**config.mk**
```make
export PLATFORM = sky130hd
export DESIGN_NAME = rgb_frame_loader_flat
export DESIGN_NICKNAME = d
export VERILOG_FILES = /design/src/rtl/rgb_frame_loader_pkg.sv /design/src/rtl/rgb_frame_loader_if.sv /design/src/rtl/rgb_frame_loader_scale.sv /design/src/rtl/rgb_frame_loader.sv /design/src/flat_wrapper.sv
export SDC_FILE = /design/constraint.sdc
export NUM_CORES = 1
export LEC_CHECK = 0
export ABC_AREA = 1
export CORE_MARGIN = 8
export CORE_UTILIZATION = 55
export CTS_CLUSTER_DIAMETER = 100
export DETAILED_ROUTE_END_ITERATION = 8
export GPL_TIMING_DRIVEN = 0
export PLACE_DENSITY_LB_ADDON = 0.2
export SLEW_MARGIN = 20
export SYNTH_ARGS = -nofsm -noshare
export SYNTH_HDL_FRONTEND = slang
export SYNTH_SLANG_ARGS = --single-unit
```
**constraint.sdc**
```tcl
create_clock -name CLK -period 17.4 [get_ports CLK]
set_clock_uncertainty 0.1 [all_clocks]
set_input_delay 3.48 -clock CLK [delete_from_list [all_inputs] [get_ports CLK]]
set_output_delay 3.48 -clock CLK [all_outputs]
set_load 0.005 [all_outputs]
```
**src/rtl/rgb_frame_loader_pkg.sv**
```systemverilog
// Shared definitions for the RGB frame loader: FSM encoding, frame geometry,
// colour byte offsets and the timeout counter width.
package rgb_pkg;

  typedef enum logic [1:0] {
    ST_IDLE = 2'd0,
    ST_LOAD = 2'd1,
    ST_FULL = 2'd2
  } state_t;

  localparam int NUM_LEDS        = 8;
  localparam int BYTES_PER_LED   = 3;
  localparam int BYTES_PER_FRAME = NUM_LEDS * BYTES_PER_LED;

  localparam int OFS_R = 0;
  localparam int OFS_G = 1;
  localparam int OFS_B = 2;

  localparam int TMO_W = 16;
  localparam int PTR_W = 5;

  localparam logic [PTR_W-1:0] LAST_IDX = PTR_W'(BYTES_PER_FRAME - 1);

  // Flat shadow/active index of one colour byte of one LED (led counted from 0).
  function automatic logic [PTR_W-1:0] led_byte_idx(input int led, input int ofs);
    return PTR_W'(led * BYTES_PER_LED + ofs);
  endfunction

endpackage

```
**src/rtl/rgb_frame_loader_if.sv**
```systemverilog
// Write-side bus of the RGB frame loader, driven by the SPI/UART receive stage.
interface rgb_frame_loader_if;
  // All four signals are single-cycle strobes sampled on the rising clock edge.
  // There is no ready/back-pressure: the loader accepts or deliberately drops
  // every strobe in the cycle it is presented, so the producer never waits.
  logic       WR_FRAME;
  logic       WR_VALID;
  logic [7:0] WR_DATA;
  logic       COMMIT;

  modport master (
    output WR_FRAME,
    output WR_VALID,
    output WR_DATA,
    output COMMIT
  );

  modport slave (
    input WR_FRAME,
    input WR_VALID,
    input WR_DATA,
    input COMMIT
  );
endinterface

```
**src/rtl/rgb_frame_loader_scale.sv**
```systemverilog
// One colour channel of global brightness: (byte * (bright + 1)) >> 8, registered.
// Only instantiated when RGB_BRIGHTNESS_EN is defined.
module rgb_scale (
  input  logic       CLK,
  input  logic       RST,
  input  logic [7:0] i_byte,
  input  logic [7:0] i_bright,
  output logic [7:0] o_byte
);
  logic [15:0] w_prod;
  logic [8:0]  w_gain;
  logic [7:0]  r_byte;

  // Gain of bright+1 lets 255 be an exact pass-through.
  assign w_gain = {1'b0, i_bright} + 9'd1;
  assign w_prod = 16'({8'd0, i_byte} * {7'd0, w_gain});

  always_ff @(posedge CLK or posedge RST) begin
    if (RST) begin
      r_byte <= 8'd0;
    end else begin
      r_byte <= w_prod[15:8];
    end
  end

  assign o_byte = r_byte;
endmodule

```
**src/rtl/rgb_frame_loader.sv**
```systemverilog
// Loads a 24-byte colour frame into a shadow buffer and publishes it atomically
// on COMMIT to the 8-LED driver inputs. Optional feature macro: RGB_BRIGHTNESS_EN.
module rgb_frame_loader
  import rgb_pkg::*;
#(
  parameter int TIMEOUT_CYC = 50000
) (
  input  logic       CLK,
  input  logic       RST,
  rgb_frame_loader_if.slave wr,
`ifdef RGB_BRIGHTNESS_EN
  input  logic [7:0] BRIGHT,
`endif
  output logic [7:0] D1_R,
  output logic [7:0] D1_G,
  output logic [7:0] D1_B,
  output logic [7:0] D2_R,
  output logic [7:0] D2_G,
  output logic [7:0] D2_B,
  output logic [7:0] D3_R,
  output logic [7:0] D3_G,
  output logic [7:0] D3_B,
  output logic [7:0] D4_R,
  output logic [7:0] D4_G,
  output logic [7:0] D4_B,
  output logic [7:0] D5_R,
  output logic [7:0] D5_G,
  output logic [7:0] D5_B,
  output logic [7:0] D6_R,
  output logic [7:0] D6_G,
  output logic [7:0] D6_B,
  output logic [7:0] D7_R,
  output logic [7:0] D7_G,
  output logic [7:0] D7_B,
  output logic [7:0] D8_R,
  output logic [7:0] D8_G,
  output logic [7:0] D8_B,
  output logic       FRAME_FULL,
  output logic       FRAME_ERR,
  output state_t     o_dbg_state
);

  localparam logic [TMO_W-1:0] TMO_LAST = TMO_W'(TIMEOUT_CYC - 1);

  state_t            r_state;
  state_t            w_state_nxt;
  logic [PTR_W-1:0]  r_ptr;
  logic [PTR_W-1:0]  w_ptr_nxt;
  logic [TMO_W-1:0]  r_tmo;
  logic [TMO_W-1:0]  w_tmo_nxt;
  logic              r_err;
  logic              w_err_set;
  logic              w_wr_en;
  logic [PTR_W-1:0]  w_wr_idx;
  logic              w_commit;

  logic [7:0] r_shadow [BYTES_PER_FRAME];
  logic [7:0] r_active [BYTES_PER_FRAME];
  logic [7:0] w_out    [BYTES_PER_FRAME];

  always_ff @(posedge CLK or posedge RST) begin
    if (RST) begin
      r_state <= ST_IDLE;
      r_ptr   <= '0;
      r_tmo   <= '0;
    end else begin
      r_state <= w_state_nxt;
      r_ptr   <= w_ptr_nxt;
      r_tmo   <= w_tmo_nxt;
    end
  end

  always_comb begin
    w_state_nxt = r_state;
    w_ptr_nxt   = r_ptr;
    w_tmo_nxt   = r_tmo;
    w_wr_en     = 1'b0;
    w_wr_idx    = r_ptr;
    w_err_set   = 1'b0;
    // Commit reads the current shadow before any same-cycle restart touches it.
    w_commit    = (r_state == ST_FULL) && wr.COMMIT;

    if ((r_state == ST_LOAD) && wr.COMMIT) begin
      w_err_set = 1'b1;
    end

    if (wr.WR_FRAME) begin
      w_state_nxt = ST_LOAD;
      w_tmo_nxt   = '0;
      if (wr.WR_VALID) begin
        w_wr_en   = 1'b1;
        w_wr_idx  = '0;
        w_ptr_nxt = PTR_W'(1);
      end else begin
        w_ptr_nxt = '0;
      end
    end else begin
      case (r_state)
        ST_LOAD: begin
          if (wr.WR_VALID) begin
            w_wr_en   = 1'b1;
            w_tmo_nxt = '0;
            if (r_ptr == LAST_IDX) begin
              w_state_nxt = ST_FULL;
              w_ptr_nxt   = '0;
            end else begin
              w_ptr_nxt = r_ptr + PTR_W'(1);
            end
          end else if (r_tmo == TMO_LAST) begin
            w_state_nxt = ST_IDLE;
            w_ptr_nxt   = '0;
            w_tmo_nxt   = '0;
            w_err_set   = 1'b1;
          end else begin
            w_tmo_nxt = r_tmo + TMO_W'(1);
          end
        end
        ST_FULL: begin
          if (wr.WR_VALID) begin
            w_err_set = 1'b1;
          end
          if (wr.COMMIT) begin
            w_state_nxt = ST_IDLE;
          end
        end
        default: begin
          w_state_nxt = ST_IDLE;
        end
      endcase
    end
  end

  always_ff @(posedge CLK or posedge RST) begin
    if (RST) begin
      r_err <= 1'b0;
    end else if (w_err_set) begin
      r_err <= 1'b1;
    end else if (wr.WR_FRAME) begin
      r_err <= 1'b0;
    end
  end

  always_ff @(posedge CLK or posedge RST) begin
    if (RST) begin
      for (int i = 0; i < BYTES_PER_FRAME; i++) begin
        r_shadow[i] <= 8'd0;
      end
    end else if (w_wr_en) begin
      r_shadow[w_wr_idx] <= wr.WR_DATA;
    end
  end

  always_ff @(posedge CLK or posedge RST) begin
    if (RST) begin
      for (int i = 0; i < BYTES_PER_FRAME; i++) begin
        r_active[i] <= 8'd0;
      end
    end else if (w_commit) begin
      for (int i = 0; i < BYTES_PER_FRAME; i++) begin
        r_active[i] <= r_shadow[i];
      end
    end
  end

  for (genvar g = 0; g < BYTES_PER_FRAME; g++) begin : g_out
`ifdef RGB_BRIGHTNESS_EN
    rgb_scale u_scale (
      .CLK      (CLK),
      .RST      (RST),
      .i_byte   (r_active[g]),
      .i_bright (BRIGHT),
      .o_byte   (w_out[g])
    );
`else
    assign w_out[g] = r_active[g];
`endif
  end

  assign D1_R = w_out[led_byte_idx(0, OFS_R)];
  assign D1_G = w_out[led_byte_idx(0, OFS_G)];
  assign D1_B = w_out[led_byte_idx(0, OFS_B)];
  assign D2_R = w_out[led_byte_idx(1, OFS_R)];
  assign D2_G = w_out[led_byte_idx(1, OFS_G)];
  assign D2_B = w_out[led_byte_idx(1, OFS_B)];
  assign D3_R = w_out[led_byte_idx(2, OFS_R)];
  assign D3_G = w_out[led_byte_idx(2, OFS_G)];
  assign D3_B = w_out[led_byte_idx(2, OFS_B)];
  assign D4_R = w_out[led_byte_idx(3, OFS_R)];
  assign D4_G = w_out[led_byte_idx(3, OFS_G)];
  assign D4_B = w_out[led_byte_idx(3, OFS_B)];
  assign D5_R = w_out[led_byte_idx(4, OFS_R)];
  assign D5_G = w_out[led_byte_idx(4, OFS_G)];
  assign D5_B = w_out[led_byte_idx(4, OFS_B)];
  assign D6_R = w_out[led_byte_idx(5, OFS_R)];
  assign D6_G = w_out[led_byte_idx(5, OFS_G)];
  assign D6_B = w_out[led_byte_idx(5, OFS_B)];
  assign D7_R = w_out[led_byte_idx(6, OFS_R)];
  assign D7_G = w_out[led_byte_idx(6, OFS_G)];
  assign D7_B = w_out[led_byte_idx(6, OFS_B)];
  assign D8_R = w_out[led_byte_idx(7, OFS_R)];
  assign D8_G = w_out[led_byte_idx(7, OFS_G)];
  assign D8_B = w_out[led_byte_idx(7, OFS_B)];

  assign FRAME_FULL  = (r_state == ST_FULL);
  assign FRAME_ERR   = r_err;
  assign o_dbg_state = r_state;

endmodule

```
**src/flat_wrapper.sv**
```systemverilog
// flat-port wrapper written by rule: the top's interface ports become plain ports
module rgb_frame_loader_flat import rgb_pkg::*;
#(
  parameter int TIMEOUT_CYC = 50000
)
  (CLK, RST, D1_R, D1_G, D1_B, D2_R, D2_G, D2_B, D3_R, D3_G, D3_B, D4_R, D4_G, D4_B, D5_R, D5_G, D5_B, D6_R, D6_G, D6_B, D7_R, D7_G, D7_B, D8_R, D8_G, D8_B, FRAME_FULL, FRAME_ERR, o_dbg_state, wr_WR_FRAME, wr_WR_VALID, wr_WR_DATA, wr_COMMIT);
  rgb_frame_loader_if wr_i ();
  input  logic CLK;
  input  logic RST;
  output logic [7:0] D1_R;
  output logic [7:0] D1_G;
  output logic [7:0] D1_B;
  output logic [7:0] D2_R;
  output logic [7:0] D2_G;
  output logic [7:0] D2_B;
  output logic [7:0] D3_R;
  output logic [7:0] D3_G;
  output logic [7:0] D3_B;
  output logic [7:0] D4_R;
  output logic [7:0] D4_G;
  output logic [7:0] D4_B;
  output logic [7:0] D5_R;
  output logic [7:0] D5_G;
  output logic [7:0] D5_B;
  output logic [7:0] D6_R;
  output logic [7:0] D6_G;
  output logic [7:0] D6_B;
  output logic [7:0] D7_R;
  output logic [7:0] D7_G;
  output logic [7:0] D7_B;
  output logic [7:0] D8_R;
  output logic [7:0] D8_G;
  output logic [7:0] D8_B;
  output logic FRAME_FULL;
  output logic FRAME_ERR;
  output state_t o_dbg_state;
  input wire logic [$bits(wr_i.WR_FRAME)-1:0] wr_WR_FRAME;
  input wire logic [$bits(wr_i.WR_VALID)-1:0] wr_WR_VALID;
  input wire logic [$bits(wr_i.WR_DATA)-1:0] wr_WR_DATA;
  input wire logic [$bits(wr_i.COMMIT)-1:0] wr_COMMIT;
  assign wr_i.WR_FRAME = wr_WR_FRAME;
  assign wr_i.WR_VALID = wr_WR_VALID;
  assign wr_i.WR_DATA = wr_WR_DATA;
  assign wr_i.COMMIT = wr_COMMIT;
  rgb_frame_loader #(.TIMEOUT_CYC(TIMEOUT_CYC)) u_core (.CLK(CLK), .RST(RST), .wr(wr_i), .D1_R(D1_R), .D1_G(D1_G), .D1_B(D1_B), .D2_R(D2_R), .D2_G(D2_G), .D2_B(D2_B), .D3_R(D3_R), .D3_G(D3_G), .D3_B(D3_B), .D4_R(D4_R), .D4_G(D4_G), .D4_B(D4_B), .D5_R(D5_R), .D5_G(D5_G), .D5_B(D5_B), .D6_R(D6_R), .D6_G(D6_G), .D6_B(D6_B), .D7_R(D7_R), .D7_G(D7_G), .D7_B(D7_B), .D8_R(D8_R), .D8_G(D8_G), .D8_B(D8_B), .FRAME_FULL(FRAME_FULL), .FRAME_ERR(FRAME_ERR), .o_dbg_state(o_dbg_state));
endmodule
```
==> run summary, run 1 <==
GRT
--------------------------------------------------------------------------------------------------------
First-pass GRT wire length ................................................................     60.75 mm
Via count of the first global-routing pass ................................................        10920
Met2 layer usage reported by global route .................................................       0.3886
Remaining global-route overflow ...........................................................            0
Pin count of the biggest net entering global routing ......................................          109
Global router's overall resource usage ....................................................       0.2327
Initial antenna violation count ...........................................................            0
Global routing met1 resource utilization ..................................................       0.2990
GR Util met3 ..............................................................................      0.05560
Busiest grt layer .........................................................................         met2

OUTCOME
--------------------------------------------------------------------------------------------------------
Status .................................................................................... finished, final reports clean

PLACEMENT
--------------------------------------------------------------------------------------------------------
Number of cells in the design after placement .............................................         1862
Hpwl dp ...................................................................................     26.16 mm
Total of buffers placed on input and output ports .........................................          208
Worst slack after detailed placement ......................................................     11210 ps
Placed cell areas ......................................................................... 0.01799 mm^2
Routability congestion estimate ...........................................................       0.8150

SETUP PATH
--------------------------------------------------------------------------------------------------------
Critical Setup Path Class ................................................................. input port to register
Maximum fanout along the worst path .......................................................           10
Worst Setup Start Kind ....................................................................   input port
Data required time at the worst endpoint ..................................................     17670 ps
Crit. End Element .........................................................................     register
Data arrival time of the worst path .......................................................      5930 ps

CELLS AND AREA
--------------------------------------------------------------------------------------------------------
Layout Cell Area excl Fill ................................................................ 0.01929 mm^2
Most common cell after layout, fill and taps aside ........................................      dfrtp_1
Net total in the final layout .............................................................         1544
Top Registers ............................................................................. u_core.r_shadow x192, u_core.r_tmo x16
Final std cells w/o fill ..................................................................         1933
Most flop-heavy register .................................................................. u_core.r_shadow
Area grow syn2layout ......................................................................       25.91%
Number of flip-flops in the largest register ..............................................          192
Post-Route Utilization ....................................................................       0.6981
Commonest non-fill, non-tap cells in the layout ........................................... dfrtp_1 (408), nand2_1 (282), clkdlybuf4s50_1 (208)
Ant. Diodes ...............................................................................            0
Layout cells sized above 1 ................................................................       0.1781

POWER AND IR DROP
--------------------------------------------------------------------------------------------------------
Peak supply drop .......................................................................... 0.00006399 V
Relative contribution of the clock network to total power .................................        0.407
Power per cell area ....................................................................... 107.4 mW/mm^2
Static leakage ............................................................................     9.150 nW
Cell-internal power .......................................................................   0.001595 W
Register share of total power .............................................................        0.505
Combinational group share of total power ..................................................        0.088
Switching Power ...........................................................................  0.0004761 W
Switching share of total power ............................................................       0.2298

FLOORPLANNING
--------------------------------------------------------------------------------------------------------
Area of the die ........................................................................... 0.03345 mm^2
Ports .....................................................................................          209
Placeable core region ..................................................................... 0.02763 mm^2
Number of cell rows .......................................................................           61
Die Ht ....................................................................................     182.9 um
Width of the die ..........................................................................     182.9 um
Initial cell density of the core ..........................................................       0.5545

STA
--------------------------------------------------------------------------------------------------------
Share of the cycle needed by the critical path after routing ..............................       0.3250
Min Clock Period, post-route ..............................................................      5656 ps
Max frequency .............................................................................    176.8 MHz
Normalized max-slew margin ................................................................       0.3953
Min Hold Slack ............................................................................     379.1 ps
RSZ-0062 raised after global routing ......................................................        false
Slew at the pin closest to its max-slew limit .............................................     907.0 ps
Final setup vio count .....................................................................            0
Final setup slack of the worst path .......................................................     11740 ps
Final hold violations .....................................................................            0
Final number of max-transition violations .................................................            0

LOGIC SYNTHESIS
--------------------------------------------------------------------------------------------------------
Post-Syn Area ............................................................................. 0.01532 mm^2
Number of synthesized register bits .......................................................          408
Share of Yosys cell area claimed by the top area cell type ................................       0.6664
Post-Synthesis Net Count ..................................................................         1289
Ranking of synthesized cells by area ...................................................... dfrtp_1 (67%), mux2_2 (14%), nand2_1 (6.9%)
Sequential fraction of the synthesis area .................................................       0.6664
Post-synthesis area per instance ..........................................................   12.04 um^2
Post-synthesis cell type with the largest combined area ...................................      dfrtp_1
Post-synth cell types .....................................................................           21
Number of warning messages in the yosys log ...............................................            0
Cells after Synth .........................................................................         1272

CLOCKING
--------------------------------------------------------------------------------------------------------
Post-CTS clock slew at the launch and capture registers of the worst setup and hold paths .        60 ps
Post_cts resized ..........................................................................            0
Clock sink total ..........................................................................          408
TritonCTS clock tree ......................................................................        built
CTS buffer count ..........................................................................           41
Setup fix buffers added after clock tree synthesis ........................................            0
Root Driver ...............................................................................    clkbuf_16
Hold-fix buffers, CTS .....................................................................            0
Latest clock arrival within the worst-skew pair ...........................................       530 ps
Longest Clk Path Bufs .....................................................................            3
# H-tree levels ...........................................................................            2

JOB
--------------------------------------------------------------------------------------------------------
Maximum capacitance violations ............................................................            0

WORST HOLD PATH
--------------------------------------------------------------------------------------------------------
Class of the worst hold path .............................................................. register to register

DRT
--------------------------------------------------------------------------------------------------------
Count of antenna-violating nets left after detailed routing ...............................            0
Vias/cell .................................................................................        5.396
Vias after detailed routing ...............................................................        10430
Remaining design rule violation count .....................................................            0
Post-DR wirelength/cell ...................................................................     20.02 um
Total wire length after detailed routing ..................................................     38.71 mm
Number of design-rule violations left by the first detailed-router iteration ..............          980
TritonRoute pass-1 iters ..................................................................            5

[cell type report]
cell class | count | area, um^2
sequential | 408 | 10210
multi-input combinational | 767 | 4731
inverter | 33 | 131.4
fill | 2050 | 8341
clock buffer | 60 | 1230
tap | 378 | 473.0
timing repair buffer | 212 | 2192
buffer | 64 | 255.2
clock inverter | 11 | 66.31
[power by group through the flow]
stage                     Combinational, W  Sequential, W  Clock [W]
after floorplan                  0.0000821        0.00106          0
after global placement            0.000177        0.00106          0
after detailed placement          0.000187        0.00106          0
after CTS                         0.000188        0.00105   0.000858
after global routing              0.000201        0.00105   0.000893
final                             0.000183        0.00105   0.000842
[worst paths after layout]
check                                       end                   from  cells after the start  slack [ps]
max in group asynchronous        u_core.D5_G[4]                    RST                      4       12740
hold reg to reg            u_core.r_shadow[158]   u_core.r_shadow[158]                      2         380
min in group asynchronous        u_core.D1_R[6]                    RST                      2        3260
hold / removal             u_core.r_shadow[158]   u_core.r_shadow[158]                      2         380
setup / recovery             u_core.r_shadow[1]            wr_WR_VALID                      9       11740
setup reg to reg                 u_core.D1_B[7]  u_core.o_dbg_state[0]                      6       14610
[through the flow]
step	total power (W)	setup TNS (ps)
detailed placement	0.001250	0
floorplan	0.001138	0
finish	0.002072	0
CTS	0.002092	0
global route	0.002146	0
global placement	0.001238	-722410
[metal layers]
metal,routed length (um),vias up
met5,68,-
met4,859,2
met3,2689,67
met2,18690,312
met1,16400,5286
li1,-,4763
[cells in the mapped netlist]
master,count
ha_1,4
mux2_2,192
nand4_1,6
nor2_1,47
nand2_1,282
dfrtp_1,408
nor4_4,1
nand3_1,14
a21oi_1,3
nor2_2,1
xnor2_1,4
nor3_1,5
buf_2,12
o31ai_1,1
xor2_1,3
clkbuf_1,52
o21ai_0,201
inv_1,33
nor3b_4,1
or2_2,1
a21oi_2,1
[logic make-up after synthesis]
| kind of cell | synth area share |
|---|---|
| compound gates | 0.06771 |
| flops | 0.6664 |
| xor+xnor | 0.004002 |
| simple gates | 0.09270 |
| mux | 0.1411 |
| fa+ha+maj | 0.003267 |
| buf+inv | 0.02475 |
[critical path, stage by stage]
cell and delay, ps:
clkdlybuf4s50_1 570, inv_1 150, nor2_1 220, nand2_1 190, nor2_2 500, nand2_1 320
clkbuf_1 300, nand2_1 100, o21ai_0 90
(Power assumes the default switching activity.)
==> run 2, diff against run 1 <==
- clock period: 17.4 -> 5.9 ns (I/O delays scaled with it)
==> run 2 against run 1 <==
Net effect:
- power rose to 3.1 times the previous value
- combinational power rose to 3.0 times the previous value
- final area up 1.9%
- largest power group unchanged
- wire length about the same
- highest routed layer is now met4
- sequential share of layout area down 0.97 points
- via count up 0.60%
- core utilization up 1.3 points
- final cell count up 0.72%
- clock power rose to 3.4 times the previous value
- setup slack worse by 9200 ps
- sequential power rose to 2.9 times the previous value
==> run summary, run 2 (same netlist as run 1, synthesis figures left out) <==
OUTCOME
--------------------------------------------------------------------------------------------------------
Status .................................................................................... finished, final reports clean

POWER AND IR DROP
--------------------------------------------------------------------------------------------------------
Switching share of total power ............................................................       0.2218
Peak supply drop ..........................................................................  0.0001938 V
Combinational group share of total power ..................................................        0.086
Static leakage ............................................................................     9.320 nW
Relative contribution of the clock network to total power .................................        0.437
Switching Power ...........................................................................   0.001435 W
Power per cell area ....................................................................... 329.2 mW/mm^2
Cell-internal power .......................................................................   0.005034 W
Register share of total power .............................................................        0.477

SETUP PATH
--------------------------------------------------------------------------------------------------------
Data arrival time of the worst path .......................................................      3660 ps
Crit. End Element .........................................................................     register
Critical Setup Path Class ................................................................. input port to register
Data required time at the worst endpoint ..................................................      6170 ps
Worst Setup Start Kind ....................................................................   input port
Maximum fanout along the worst path .......................................................           10

STA
--------------------------------------------------------------------------------------------------------
RSZ-0062 raised after global routing ......................................................        false
Normalized max-slew margin ................................................................       0.4340
Min Clock Period, post-route ..............................................................      3386 ps
Share of the cycle needed by the critical path after routing ..............................       0.5739
Final number of max-transition violations .................................................            0
Max frequency .............................................................................    295.3 MHz
Final hold violations .....................................................................            0
Min Hold Slack ............................................................................     381.4 ps
Final setup vio count .....................................................................            0
Slew at the pin closest to its max-slew limit .............................................     849.0 ps
Final setup slack of the worst path .......................................................      2514 ps
Final TNS setup ...........................................................................         0 ps

DRT
--------------------------------------------------------------------------------------------------------
Number of design-rule violations left by the first detailed-router iteration ..............          823
TritonRoute pass-1 iters ..................................................................            5
Met3 wire length ..........................................................................     2.876 mm
Remaining design rule violation count .....................................................            0
Vias/cell .................................................................................        5.389
Post-DR wirelength/cell ...................................................................     19.89 um
Wire length on met2 .......................................................................     18.67 mm
Total wire length after detailed routing ..................................................     38.72 mm
Metal1 wirelength .........................................................................     16.30 mm
Uppermost routed layer ....................................................................         met4
Vias after detailed routing ...............................................................        10490
Count of antenna-violating nets left after detailed routing ...............................            0

CELLS AND AREA
--------------------------------------------------------------------------------------------------------
Top Registers ............................................................................. u_core.r_shadow x192, u_core.r_tmo x16
Layout cells sized above 1 ................................................................       0.1861
Number of flip-flops in the largest register ..............................................          192
Commonest non-fill, non-tap cells in the layout ........................................... dfrtp_1 (408), nand2_1 (282), clkdlybuf4s50_1 (208)
Ant. Diodes ...............................................................................            0
Most flop-heavy register .................................................................. u_core.r_shadow
Net total in the final layout .............................................................         1553
Area grow syn2layout ......................................................................       28.25%
Most common cell after layout, fill and taps aside ........................................      dfrtp_1

CLOCKING
--------------------------------------------------------------------------------------------------------
Post_cts resized ..........................................................................            0
Latest clock arrival within the worst-skew pair ...........................................       530 ps
Post-CTS clock slew at the launch and capture registers of the worst setup and hold paths .        60 ps
TritonCTS clock tree ......................................................................        built
Root Driver ...............................................................................    clkbuf_16
# H-tree levels ...........................................................................            2
Hold-fix buffers, CTS .....................................................................            0
Clock sink total ..........................................................................          408
CTS buffer count ..........................................................................           41
Setup fix buffers added after clock tree synthesis ........................................            0
Longest Clk Path Bufs .....................................................................            3

FLOORPLANNING
--------------------------------------------------------------------------------------------------------
Die Ht ....................................................................................     182.9 um
Ports .....................................................................................          209
Placeable core region ..................................................................... 0.02763 mm^2
Initial cell density of the core ..........................................................       0.5545
Width of the die ..........................................................................     182.9 um
Area of the die ........................................................................... 0.03345 mm^2
Number of cell rows .......................................................................           61

GRT
--------------------------------------------------------------------------------------------------------
First-pass GRT wire length ................................................................     61.38 mm
Pin count of the biggest net entering global routing ......................................           37
Initial antenna violation count ...........................................................            0
Remaining global-route overflow ...........................................................            0
Via count of the first global-routing pass ................................................        10980
Global router's overall resource usage ....................................................       0.2337

WORST HOLD PATH
--------------------------------------------------------------------------------------------------------
Class of the worst hold path .............................................................. register to register

PLACEMENT
--------------------------------------------------------------------------------------------------------
Worst slack after detailed placement ......................................................      1980 ps
Hpwl dp ...................................................................................     26.44 mm
Total of buffers placed on input and output ports .........................................          208
Routability congestion estimate ...........................................................       0.8455

JOB
--------------------------------------------------------------------------------------------------------
Maximum capacitance violations ............................................................            0

run 2: changes by cell type in the layout (fill, tap and decap cells not counted):
cell       delta
buf_16        -2
clkbuf_8      -3
clkinv_2      +2
bufinv_16     +8
buf_12       +11
inv_8         -1
clkbuf_1      -1
run 2: cell type report:
class	instances	area, um^2
plain buffers	64	255.2
clock buffers	56	1185
clock inverters	20	309.0
fillers	1960	7981
inverters	33	127.6
multi-input cells	767	4731
flip-flops and latches	408	10210
well taps	378	473.0
repair buffers	221	2357
run 2: worst paths after layout:
path                            cells past startpoint                   from  slack [ps]                   end
worst max-delay path                                8            wr_WR_FRAME        2510   u_core.r_shadow[40]
worst min-delay path                                2    u_core.r_shadow[31]         380   u_core.r_shadow[31]
worst max register to register                      6  u_core.o_dbg_state[0]        3080        u_core.D2_G[7]
worst min register to register                      2    u_core.r_shadow[31]         380   u_core.r_shadow[31]
max in group asynchronous                           7                    RST        3460        u_core.D3_R[7]
min in group asynchronous                           2                    RST         890  u_core.r_shadow[191]
run 2: layer usage:
| layer | GRT usage | vias up |
|---|---|---|
| met1 | 0.3038 | 5358 |
| met3 | 0.06272 | 60 |
| met4 | 0.06213 | 0 |
| met5 | 0 | - |
| li1 | - | 4780 |
| met2 | 0.3863 | 295 |
run 2: power groups by stage:
stage / sequential (W) / combinational, W / clock [W]
finish: 0.00308 / 0.000554 / 0.00283
global route: 0.00310 / 0.000608 / 0.00299
CTS: 0.00308 / 0.000568 / 0.00287
detailed placement: 0.00313 / 0.000562 / 0
global placement: 0.00313 / 0.000522 / 0
floorplan: 0.00311 / 0.000242 / 0
run 2: critical path: stages:
cell             delay, ps
clkdlybuf4s50_1        530
nand2_1                260
nand2_1                150
nor4_4                 650
nand2_1                380
clkbuf_1               310
nand2_1                110
o21ai_0                 80
run 2: stage by stage:
stage | utilization | instance area [um^2] | std cells | total power (W)
final | 0.7111 | 19650 | 1947 | 0.006469
after global routing | 0.7111 | 19650 | 1947 | 0.006699
after CTS | 0.7111 | 19650 | 1947 | 0.006521
after detailed placement | 0.6571 | 18150 | 1871 | 0.003695
after global placement | 0.6471 | 17880 | 1858 | 0.003650
after floorplan | - | 15320 | 1272 | 0.003357
==> run 3, diff against run 2 <==
- CORE_UTILIZATION: 55 -> 49
- clock period: 5.9 -> 2.9 ns (I/O delays scaled with it)
==> run 3 against run 2 <==
Net effect:
- via count fell by 0.71%
- wire length up 1.2%
- setup slack got worse by 2400 ps
- sequential power rose by 100%
- final area shrank 0.33%
- sequential cell count unchanged
- critical path type unchanged
- largest power group unchanged
==> run summary, run 3 (same netlist as run 1, synthesis figures left out) <==
SETUP PATH
--------------------------------------------------------------------------------------------------------
CP max stage delay ........................................................................       580 ps
Data arrival time of the worst path .......................................................      3080 ps
Worst Setup Start Kind ....................................................................   input port
Critical Setup Path Class ................................................................. input port to register
Data required time at the worst endpoint ..................................................      3220 ps
Maximum fanout along the worst path .......................................................           10
Critical-path cell with the highest stage delay ........................................... clkdlybuf4s50_1
Worst-path cell chain ..................................................................... clkdlybuf4s50_1, inv_1, nor2_1, nand2_1, nor2_2, nand2_1, clkbuf_1, o21ai_0
Most used cell along the critical path ....................................................      nand2_1
Crit. End Element .........................................................................     register

STA
--------------------------------------------------------------------------------------------------------
Final setup vio count .....................................................................            0
Min Hold Slack ............................................................................     352.7 ps
Slew at the pin closest to its max-slew limit .............................................     881.1 ps
Normalized max-slew margin ................................................................       0.4126
Final number of max-transition violations .................................................            0
RSZ-0062 raised after global routing ......................................................         true
Final hold violations .....................................................................            0
Min Clock Period, post-route ..............................................................      2754 ps
Share of the cycle needed by the critical path after routing ..............................       0.9496
Max frequency .............................................................................    363.1 MHz
Final setup slack of the worst path .......................................................     146.3 ps

OUTCOME
--------------------------------------------------------------------------------------------------------
Status .................................................................................... finished, final reports clean

CLOCKING
--------------------------------------------------------------------------------------------------------
TritonCTS clock tree ......................................................................        built
Latest clock arrival within the worst-skew pair ...........................................       530 ps
# H-tree levels ...........................................................................            2
Root Driver ...............................................................................    clkbuf_16
Hold-fix buffers, CTS .....................................................................            0
Clock sink total ..........................................................................          408
Longest Clk Path Bufs .....................................................................            3
CTS buffer count ..........................................................................           42
Post-CTS clock slew at the launch and capture registers of the worst setup and hold paths .        60 ps

POWER AND IR DROP
--------------------------------------------------------------------------------------------------------
Peak supply drop ..........................................................................  0.0004791 V
Power per cell area ....................................................................... 647.6 mW/mm^2
Static leakage ............................................................................     9.288 nW

CELLS AND AREA
--------------------------------------------------------------------------------------------------------
Top Registers ............................................................................. u_core.r_shadow x192, u_core.r_tmo x16
Most common cell after layout, fill and taps aside ........................................      dfrtp_1
Area used by sequential logic in the layout ............................................... 0.01021 mm^2
Layout cells sized above 1 ................................................................       0.1892
# fillers .................................................................................         2381
Area grow syn2layout ......................................................................       27.83%
Net total in the final layout .............................................................         1555
Layout Cell Area excl Fill ................................................................ 0.01958 mm^2
Commonest non-fill, non-tap cells in the layout ........................................... dfrtp_1 (408), nand2_1 (281), clkdlybuf4s50_1 (208)
Number of flip-flops in the largest register ..............................................          192
Most flop-heavy register .................................................................. u_core.r_shadow
Multi-input gate area in the final layout ................................................. 0.004741 mm^2
Ant. Diodes ...............................................................................            0

DRT
--------------------------------------------------------------------------------------------------------
Total wire length after detailed routing ..................................................     39.17 mm
Remaining design rule violation count .....................................................            0
Vias/cell .................................................................................        5.300
Count of antenna-violating nets left after detailed routing ...............................            0
Vias after detailed routing ...............................................................        10420
TritonRoute pass-1 iters ..................................................................            8
Post-DR wirelength/cell ...................................................................     19.92 um
Number of design-rule violations left by the first detailed-router iteration ..............          688

PLACEMENT
--------------------------------------------------------------------------------------------------------
Placed cell areas ......................................................................... 0.01817 mm^2
Routability congestion estimate ...........................................................       0.8237
Worst slack after detailed placement ......................................................    -400.1 ps
Hpwl dp ...................................................................................     26.96 mm
Total of buffers placed on input and output ports .........................................          208

FLOORPLANNING
--------------------------------------------------------------------------------------------------------
Area of the die ........................................................................... 0.03718 mm^2
Width of the die ..........................................................................     192.8 um
Initial cell density of the core ..........................................................       0.4995
Number of cell rows .......................................................................           64
Ports .....................................................................................          209
Die Ht ....................................................................................     192.8 um
Placeable core region ..................................................................... 0.03067 mm^2

GRT
--------------------------------------------------------------------------------------------------------
Global router's overall resource usage ....................................................       0.2113
Via count of the first global-routing pass ................................................        10650
Remaining global-route overflow ...........................................................            0
Initial antenna violation count ...........................................................            0
First-pass GRT wire length ................................................................     60.78 mm
Pin count of the biggest net entering global routing ......................................           36

JOB
--------------------------------------------------------------------------------------------------------
Maximum capacitance violations ............................................................            0

WORST HOLD PATH
--------------------------------------------------------------------------------------------------------
Class of the worst hold path .............................................................. input port to async pin

run 3: stage by stage:
step                setup TNS (ps)    util  instances  power, W
floorplan                 -1337290       -       1272  0.006829
global placement          -2415910  0.5837       1876  0.007439
detailed placement          -90390  0.5924       1889  0.007521
CTS                              0  0.6375       1965   0.01281
global route                -56.25  0.6385       1966   0.01315
finish                           0  0.6385       1966   0.01268
run 3: power by group:
part           leakage [nW]  internal [W]  switching [W]
combinational          2.96      0.000601       0.000523
sequential             5.64       0.00606       0.000217
clock                 0.691       0.00311        0.00217
total                  9.29       0.00977        0.00291
run 3: cell type report:
| cell class | count | share of cell area |
|---|---|---|
| sequential | 408 | 0.5214 |
| multi-input combinational | 767 | 0.2421 |
| timing repair buffer | 222 | 0.1210 |
| clock buffer | 64 | 0.06664 |
| tap | 396 | 0.02530 |
| buffer | 64 | 0.01316 |
| inverter | 33 | 0.006517 |
| clock inverter | 12 | 0.003898 |
run 3: per-layer routing:
| metal | share of wire | track usage |
|---|---|---|
| met1 | 0.43 | 0.2797 |
| met5 | 0 | 0 |
| met4 | 0.023 | 0.05905 |
| met3 | 0.073 | 0.05168 |
| met2 | 0.48 | 0.3437 |
run 3: critical path, delay by kind of cell:
family / cells / cell delay, ps
simple gates: 4 / 1240
buf+inv: 3 / 1000
compound gates: 1 / 240
run 3: path summary, 6_finish.rpt:
kind | from | end | slack (ps) | cells past startpoint
worst min register to register | u_core.r_shadow[180] | u_core.r_shadow[180] | 380 | 2
min in group CLK | u_core.r_shadow[180] | u_core.r_shadow[180] | 380 | 2
worst min-delay path | RST | u_core.D8_G[0] | 350 | 2
worst max-delay path | wr_WR_VALID | u_core.r_shadow[98] | 150 | 8
worst max register to register | u_core.o_dbg_state[0] | u_core.D7_B[5] | 180 | 6
max in group asynchronous | RST | u_core.D3_R[2] | 820 | 7
run 3: what timing repair did:
item                       CTS  global route
pin swaps                    0             1
setup buffers                0             1
gates resized for setup      1             4
setup endpoints to repair    5            24
